### config.mk
export PLATFORM = sky130hd
export DESIGN_NAME = hazard_fwd_ctrl
export DESIGN_NICKNAME = d
export VERILOG_FILES = /design/src/rtl/hazard_fwd_ctrl.sv
export SDC_FILE = /design/constraint.sdc
export NUM_CORES = 1
export LEC_CHECK = 0
export CAP_MARGIN = 30
export CELL_PAD_IN_SITES_DETAIL_PLACEMENT = 0
export CELL_PAD_IN_SITES_GLOBAL_PLACEMENT = 1
export CORE_MARGIN = 4
export CORE_UTILIZATION = 31
export DETAILED_ROUTE_END_ITERATION = 16
export GPL_TIMING_DRIVEN = 0
export PLACE_DENSITY = 0.79
export SETUP_SLACK_MARGIN = 0.4
export SYNTH_ARGS = -nofsm -noshare
export SYNTH_HDL_FRONTEND = slang
export SYNTH_SLANG_ARGS = --single-unit
### constraint.sdc
create_clock -name clk -period 2.12 [get_ports clk]
set_input_delay 0.212 -clock clk [delete_from_list [all_inputs] [get_ports clk]]
set_output_delay 0.212 -clock clk [all_outputs]
set_load 0.1 [all_outputs]
### src/rtl/hazard_fwd_ctrl.sv
`default_nettype none
// ============================================================================
// Module   : hazard_fwd_ctrl
// Purpose  : RAW hazard detection, load-use stall and EX operand forwarding
//            select for an in-order pipeline, with a saturating stall counter.
// Revision : 1.0
// ============================================================================
module hazard_fwd_ctrl #(
    parameter int AW     = 5,
    parameter int NSRC   = 2,
    parameter int FWD_EN = 1,
    parameter int CNT_W  = 16
) (
    input  logic                 clk,
    input  logic                 reset,
    input  logic                 id_valid,
    input  logic [NSRC*AW-1:0]   id_rs,
    input  logic [NSRC-1:0]      id_rs_used,
    input  logic [AW-1:0]        ex_rd,
    input  logic                 ex_regwrite,
    input  logic                 ex_memread,
    input  logic [AW-1:0]        mem_rd,
    input  logic                 mem_regwrite,
    input  logic                 flush,
    output logic                 stall,
    output logic [2*NSRC-1:0]    fwd_sel,
    output logic [CNT_W-1:0]     stall_cnt
);

    localparam logic             c_fwd     = (FWD_EN != 0);
    localparam logic [CNT_W-1:0] c_cnt_max = '1;

    logic [NSRC-1:0]   w_match_ex;
    logic [NSRC-1:0]   w_match_mem;
    logic              w_hazard;
    logic              w_bubble;
    logic [2*NSRC-1:0] fwd_sel_d;
    logic [2*NSRC-1:0] fwd_sel_q;
    logic [CNT_W-1:0]  stall_cnt_d;
    logic [CNT_W-1:0]  stall_cnt_q;

    // A bubble goes into EX whenever ID is held or killed, so nothing forwards.
    assign w_bubble = stall | flush;

    generate
        for (genvar k = 0; k < NSRC; k++) begin : g_src
            logic [AW-1:0] w_rs;
            logic          w_live;
            logic          w_ex_alu;

            assign w_rs           = id_rs[k*AW +: AW];
            assign w_live         = id_valid & id_rs_used[k] & (w_rs != '0);
            assign w_match_ex[k]  = w_live & ex_regwrite  & (w_rs == ex_rd);
            assign w_match_mem[k] = w_live & mem_regwrite & (w_rs == mem_rd);
            assign w_ex_alu       = w_match_ex[k] & ~ex_memread;

            // EX producer wins over the older MEM producer.
            assign fwd_sel_d[2*k+1] = c_fwd & ~w_bubble & w_ex_alu;
            assign fwd_sel_d[2*k]   = c_fwd & ~w_bubble & ~w_ex_alu & w_match_mem[k];
        end
    endgenerate

    assign w_hazard = c_fwd ? ((|w_match_ex) & ex_memread)
                            : (|(w_match_ex | w_match_mem));

    assign stall = w_hazard & ~flush & ~reset;

    assign stall_cnt_d = (stall && (stall_cnt_q != c_cnt_max))
                       ? stall_cnt_q + CNT_W'(1) : stall_cnt_q;

    always_ff @(posedge clk) begin
        if (reset) begin
            fwd_sel_q   <= '0;
            stall_cnt_q <= '0;
        end else begin
            fwd_sel_q   <= fwd_sel_d;
            stall_cnt_q <= stall_cnt_d;
        end
    end

    assign fwd_sel   = fwd_sel_q;
    assign stall_cnt = stall_cnt_q;

endmodule
`default_nettype wire

# ---- Word-level counts from Yosys, hierarchy flattened
# Cells that the tools add are included.
dict set report totals {
  register_bits 20
  latch_bits 0
  ramBits 0
  mem_bits_ro 0
  input_bits 29
  out_inout_bits 21
  wordCells 42
  mem_count 0
}
dict set report op_classes {
  addsub 1
  mul 0
  div 0
  magnitude_cmp 0
  eq_ne 5
  n_shift 0
  mux 0
  n_bitwise 30
  reduce_logical 4
}
# cell count
set ops {}
lappend ops {{$and 1x1->1} 23}
lappend ops {{$eq 5x5->1} 4}
lappend ops {{$add 16x1->16 const B} 1}
lappend ops {{$ne 16x16->1 const B} 1}
lappend ops {{$reduce_bool 5->1} 2}
lappend ops {{$not 1->1} 6}
lappend ops {{$reduce_or 2->1} 1}
lappend ops {{$logic_and 1x1->1} 1}
lappend ops {{$or 1x1->1} 1}

# ---- Longest topological paths before layout
dict set report logic_depth {
  ltp_word 12
  ltp_mapped 9
  mapped_depth_nobuf 7
}

# ---- Least setup slack after synthesis
# No wires, ideal clock.
dict set report synth_timing {
  path_type {register -> register}
  start {register stall_cnt_q[0], in the netlist stall_cnt[0]}
  end {register stall_cnt_q[1], in the netlist stall_cnt[1]}
  setup_ns 0.128
  t_arrival_ns 2.553
  t_required_ns 1.992
  slack_ns -0.560
  path_stages_with_launch 10
  path_buffers 2
  synth_period_minus_slack_ns 2.680
  cell_sequence {dfxtp_1 > ha_1 > nand2_1 > nor4_1 > nand2b_1 > o211ai_2 > buf_6 > buf_2 > mux2i_1 > nor2_1}
}
dict set report synth_via {
  elab_chain_cells 2
  word_cells_on_any_way 3
  classes_between {1 x add/sub; 1 x eq/ne; 1 x reduce/logical}
}
# item line_no
set synth_lines {}
lappend synth_lines {{start, declared} 40} ;# logic [CNT_W-1:0] stall_cnt_q;
lappend synth_lines {{start signal, assigned} 77} ;# stall_cnt_q <= stall_cnt_d;
lappend synth_lines {{parallel branches: the longest is 2 deep, another holds $add 16x1->16} n/a}
# Parallel ways; which one is timed is not known.
# A chain may end at the register's enable or synchronous reset.

# ---- Final worst setup path
dict set report layout_timing {
  start {input port id_rs[5]}
  end {output port stall}
}
dict set report layout_via {
  elab_chain_cells 8
  word_cells_on_any_way 9
  classes_between {1 x eq/ne; 6 x bitwise; 2 x reduce/logical}
}
# item line_no
set layout_lines {}
lappend layout_lines {{start, declared} 17} ;# input logic [NSRC*AW-1:0] id_rs,
lappend layout_lines {{$reduce_bool 5->1} 52} ;# assign w_live = id_valid & id_rs_used[k] & (w_rs != '0);
lappend layout_lines {{$and 1x1->1} 52}
lappend layout_lines {{$and 1x1->1} 53} ;# assign w_match_ex[k] = w_live & ex_regwrite & (w_rs == ex_rd);
lappend layout_lines {{$and 1x1->1 (*)} 53}
lappend layout_lines {{$reduce_or 2->1 (*)} 63} ;# assign w_hazard = c_fwd ? ((|w_match_ex) & ex_memread)
lappend layout_lines {{$and 1x1->1 (*)} 63}
lappend layout_lines {{$and 1x1->1 (*) (2 in series)} 66} ;# assign stall = w_hazard & ~flush & ~reset;
lappend layout_lines {{end, declared} 25} ;# output logic stall,
# Every way passes the cells marked *; elsewhere a longest branch is shown, timed or not.

==> results.md <==
* Crit-path slowest cell: or4_4
* I/O Buffers at ~50
* Worst hold endpoint: fwd_sel[0]
* Tcrit/Tclk final at 85.8%
* Yosys warns at 0
* Vias in the first global route at 1466
* Crit-path cells: buf_8, or4_4, o21ai_4, nor4_4, o21ai_2, inv_2, buf_12
* Top cells by area in the synthesized netlist: dfxtp_1, xnor2_1, xor2_1, or4_1, a21oi_1
* Initial antenna violation count at 0
* Post-synth top area share at 32.2%
* Pwr/cell area at 320 nW/µm²
* First-pass GRT wire length at between 7000 and 8000 µm
* Max-Cap Viols at 0
* Delay-heaviest family, CP: simple AND/OR/NAND/NOR gates
* Die ar. at about 5100 µm²
* Maximum number of pins on one net before global-route repair at 12
* Final Util at 65.3%
* Post-DP HPWL at approximately 2900 µm
* Die Wd at 71.4 µm
* IO Count at 50
* Worst EP required at roughly 1900 ps
* Placed Area at 1880 µm²
* Hold slack at 346 ps
* Post-Syn Area at between 1000 and 1500 µm²
* Via Count at between 1.5k and 2k
* Commonest cells in the netlist: dfxtp_1, xnor2_1, xor2_1
* Routed Antenna Nets at 0
* CP arrival at 1610 ps
* Row count at 22
* Source of the worst hold timing path: id_rs[0]
* Hold WC Path Type: in2reg
* First drt pass iteration count at 4
* Peak VDD IR at 0.218 mV
* Initial DRC count at approximately 170
* Post-layout nets at 274
* Die span in y at between 70 and 80 µm
* Pre-CTS WS at -1020 ps
* Max Fclk at 550 MHz
* Wirelength per Cell at around 16 µm
* Mean area per synthesized cell at slightly below 9 µm²
* Worst-skew pair later-pin latency at 260 ps
* Design area at 2460 µm²
* Post-synth net total at 174
* Leading area contributor after synthesis: dfxtp_1
* Placed cell count at roughly 240
* CTS Sinks at 20
* Layout cell share with drive strength beyond 1 at 53.1%
* Most common cell in the netlist: dfxtp_1
* Reg2reg end: stall_cnt[7]
* Reg2reg start: stall_cnt[9]
* Setup Skew at 7.22 ps
* Power Total at 0.787 mW
* Hold Crit Depth at 4
* Setup TNS at 0 ps
* CTS root buf: clkbuf_8
* Drt via density at 5.24
* Final Hold Vio Count at 0
* Post-Layout Cell Count at approximately 290
* Fin crit period at 1820 ps
* Leakage at 1.04 nW
* Post-synthesis cell type count at 33
* Critical Path Source Type: primary input
* H-Tree Depth at 1
* Overall routed net length at 4650 µm
* CP peak stage delay at 540 ps
* Final worst setup slack at 301 ps
* Critical path type: in2out
* Worst-case reg-to-reg path depth at 8
* Post-synth top flop: dfxtp_1
* Number of synthesized flops with an enable pin at 0
* Grt ovf at 0
* CTS buffer count at 3
* CTS clk-pin slew, worst paths at around 70 ps
* Slew Limit Fails at 0
* R2r setup slk at 330 ps
* CTS tree: yes
* Slew @ Worst Pin at 963 ps
* Post-CTS Hold Buffers at 0
* Synth Instances at around 140
* Starting Density at 33.0%
* Crit end category: output port
* Outcome: completed
* Area Overhead vs Synth at 97.8%
* Crit-path max FO at 4
* Tot GR Track Use at 17.6%
* Yosys reg bits at 20
* Relative slew slack at 36.1%
* RD Place Congestion at roughly 0.8
* Final setup viols at 0
* Post-synth ARST share at 0%
* Antenna Diode Count at 0
* CP bufs+invs at 3
* Core Area at between 3000 and 4000 µm²
* RSZ-0062 raised after global routing: true
* Clock Tree Buf Depth at 2
* Sequential area share after synthesis at 32.2%
* DRC at 0
-- worst register-to-register path, delay by kind of cell, from the launching register on --
| family | cells | cell delay (ps) |
|---|---|---|
| AOI/OAI and AO/OA | 2 | 230 |
| DFF | 1 | 360 |
| and+or+nand+nor | 4 | 890 |
| buffers and inverters | 2 | 250 |
-- repair_timing --
item	4_1_cts	5_1_grt
gates resized for setup	150	27
buffers inserted	32	12
endpoints found under the hold margin	0	0
endpoints found under the setup margin	39	27
pin swaps	36	16
gates cloned	2	0
-- flip-flops by register name, indices dropped and copies added, names as in the netlist --
register,cells
fwd_sel,4
stall_cnt,16
-- area by class of cell --
type	count	area, µm²
buffer	4	35.0
clock buffer	3	41.3
clock inverter	1	3.75
fill	287	1310
inverter	6	22.5
multi-input combinational	114	1010
sequential	20	448
tap	48	60.1
timing repair buffer	95	841
-- cells by family (layout without fill, tap and decap cells) --
| logic type | count (synthesis) | count (layout) | share of synthesized area, % |
|---|---|---|---|
| simple gates | 58 | 58 | 28.4 |
| buf+inv | 10 | 109 | 3.72 |
| xor+xnor | 24 | 24 | 16.9 |
| mux | 3 | 3 | 2.61 |
| flops | 20 | 20 | 32.2 |
| compound gates | 28 | 28 | 15.2 |
| fa+ha+maj | 1 | 1 | 1.00 |
-- worst max path at each step --
stage | from | endpoint | slack [ps] | cells after the start
detailed placement | id_rs[4] | stall | -1020 | 7
CTS | stall_cnt[6] | stall_cnt[15] | 270 | 5
floorplan | stall_cnt[6] | stall_cnt[15] | 120 | 5
global route | id_rs[5] | stall | 250 | 7
global placement | id_rs[4] | stall | -1020 | 7
finish | id_rs[5] | stall | 300 | 7
-- layout by cell type, fill, tap and decap left out, types with 3 or more instances in the layout --
master	n
buf_4	38
dlygate4sd2_1	14
buf_6	12
xor2_1	11
dfxtp_4	11
nor2_1	10
clkdlybuf4s50_1	9
xnor2_1	8
nand3_1	7
buf_2	7
nand4_1	6
clkbuf_2	6
xnor2_2	5
inv_1	5
buf_8	5
o31ai_1	5
a21oi_1	5
dfxtp_2	5
or4_4	4
nor4_4	4
a21oi_2	4
dfxtp_1	4
clkdlybuf4s15_1	4
nand2_1	3
or4_1	3
o21ai_1	3
or3_4	3
nor3_1	3
clkbuf_8	3
-- layer usage --
metal	vias up	part of all wire, %	global-route usage, %
met3	6	4.9	2.95
li1	733	-	-
met1	731	45	24.5
met5	-	0	0
met2	54	49	27.9
met4	0	1.2	5.22
-- where the power goes --
group          total, mW  switching, mW  leakage (nW)  internal [mW]
sequential         0.361      0.0000521         0.173          0.361
combinational      0.166         0.0738         0.849         0.0918
clock              0.260          0.131        0.0231          0.129
No activity file was read; power rests on OpenSTA's default activity.
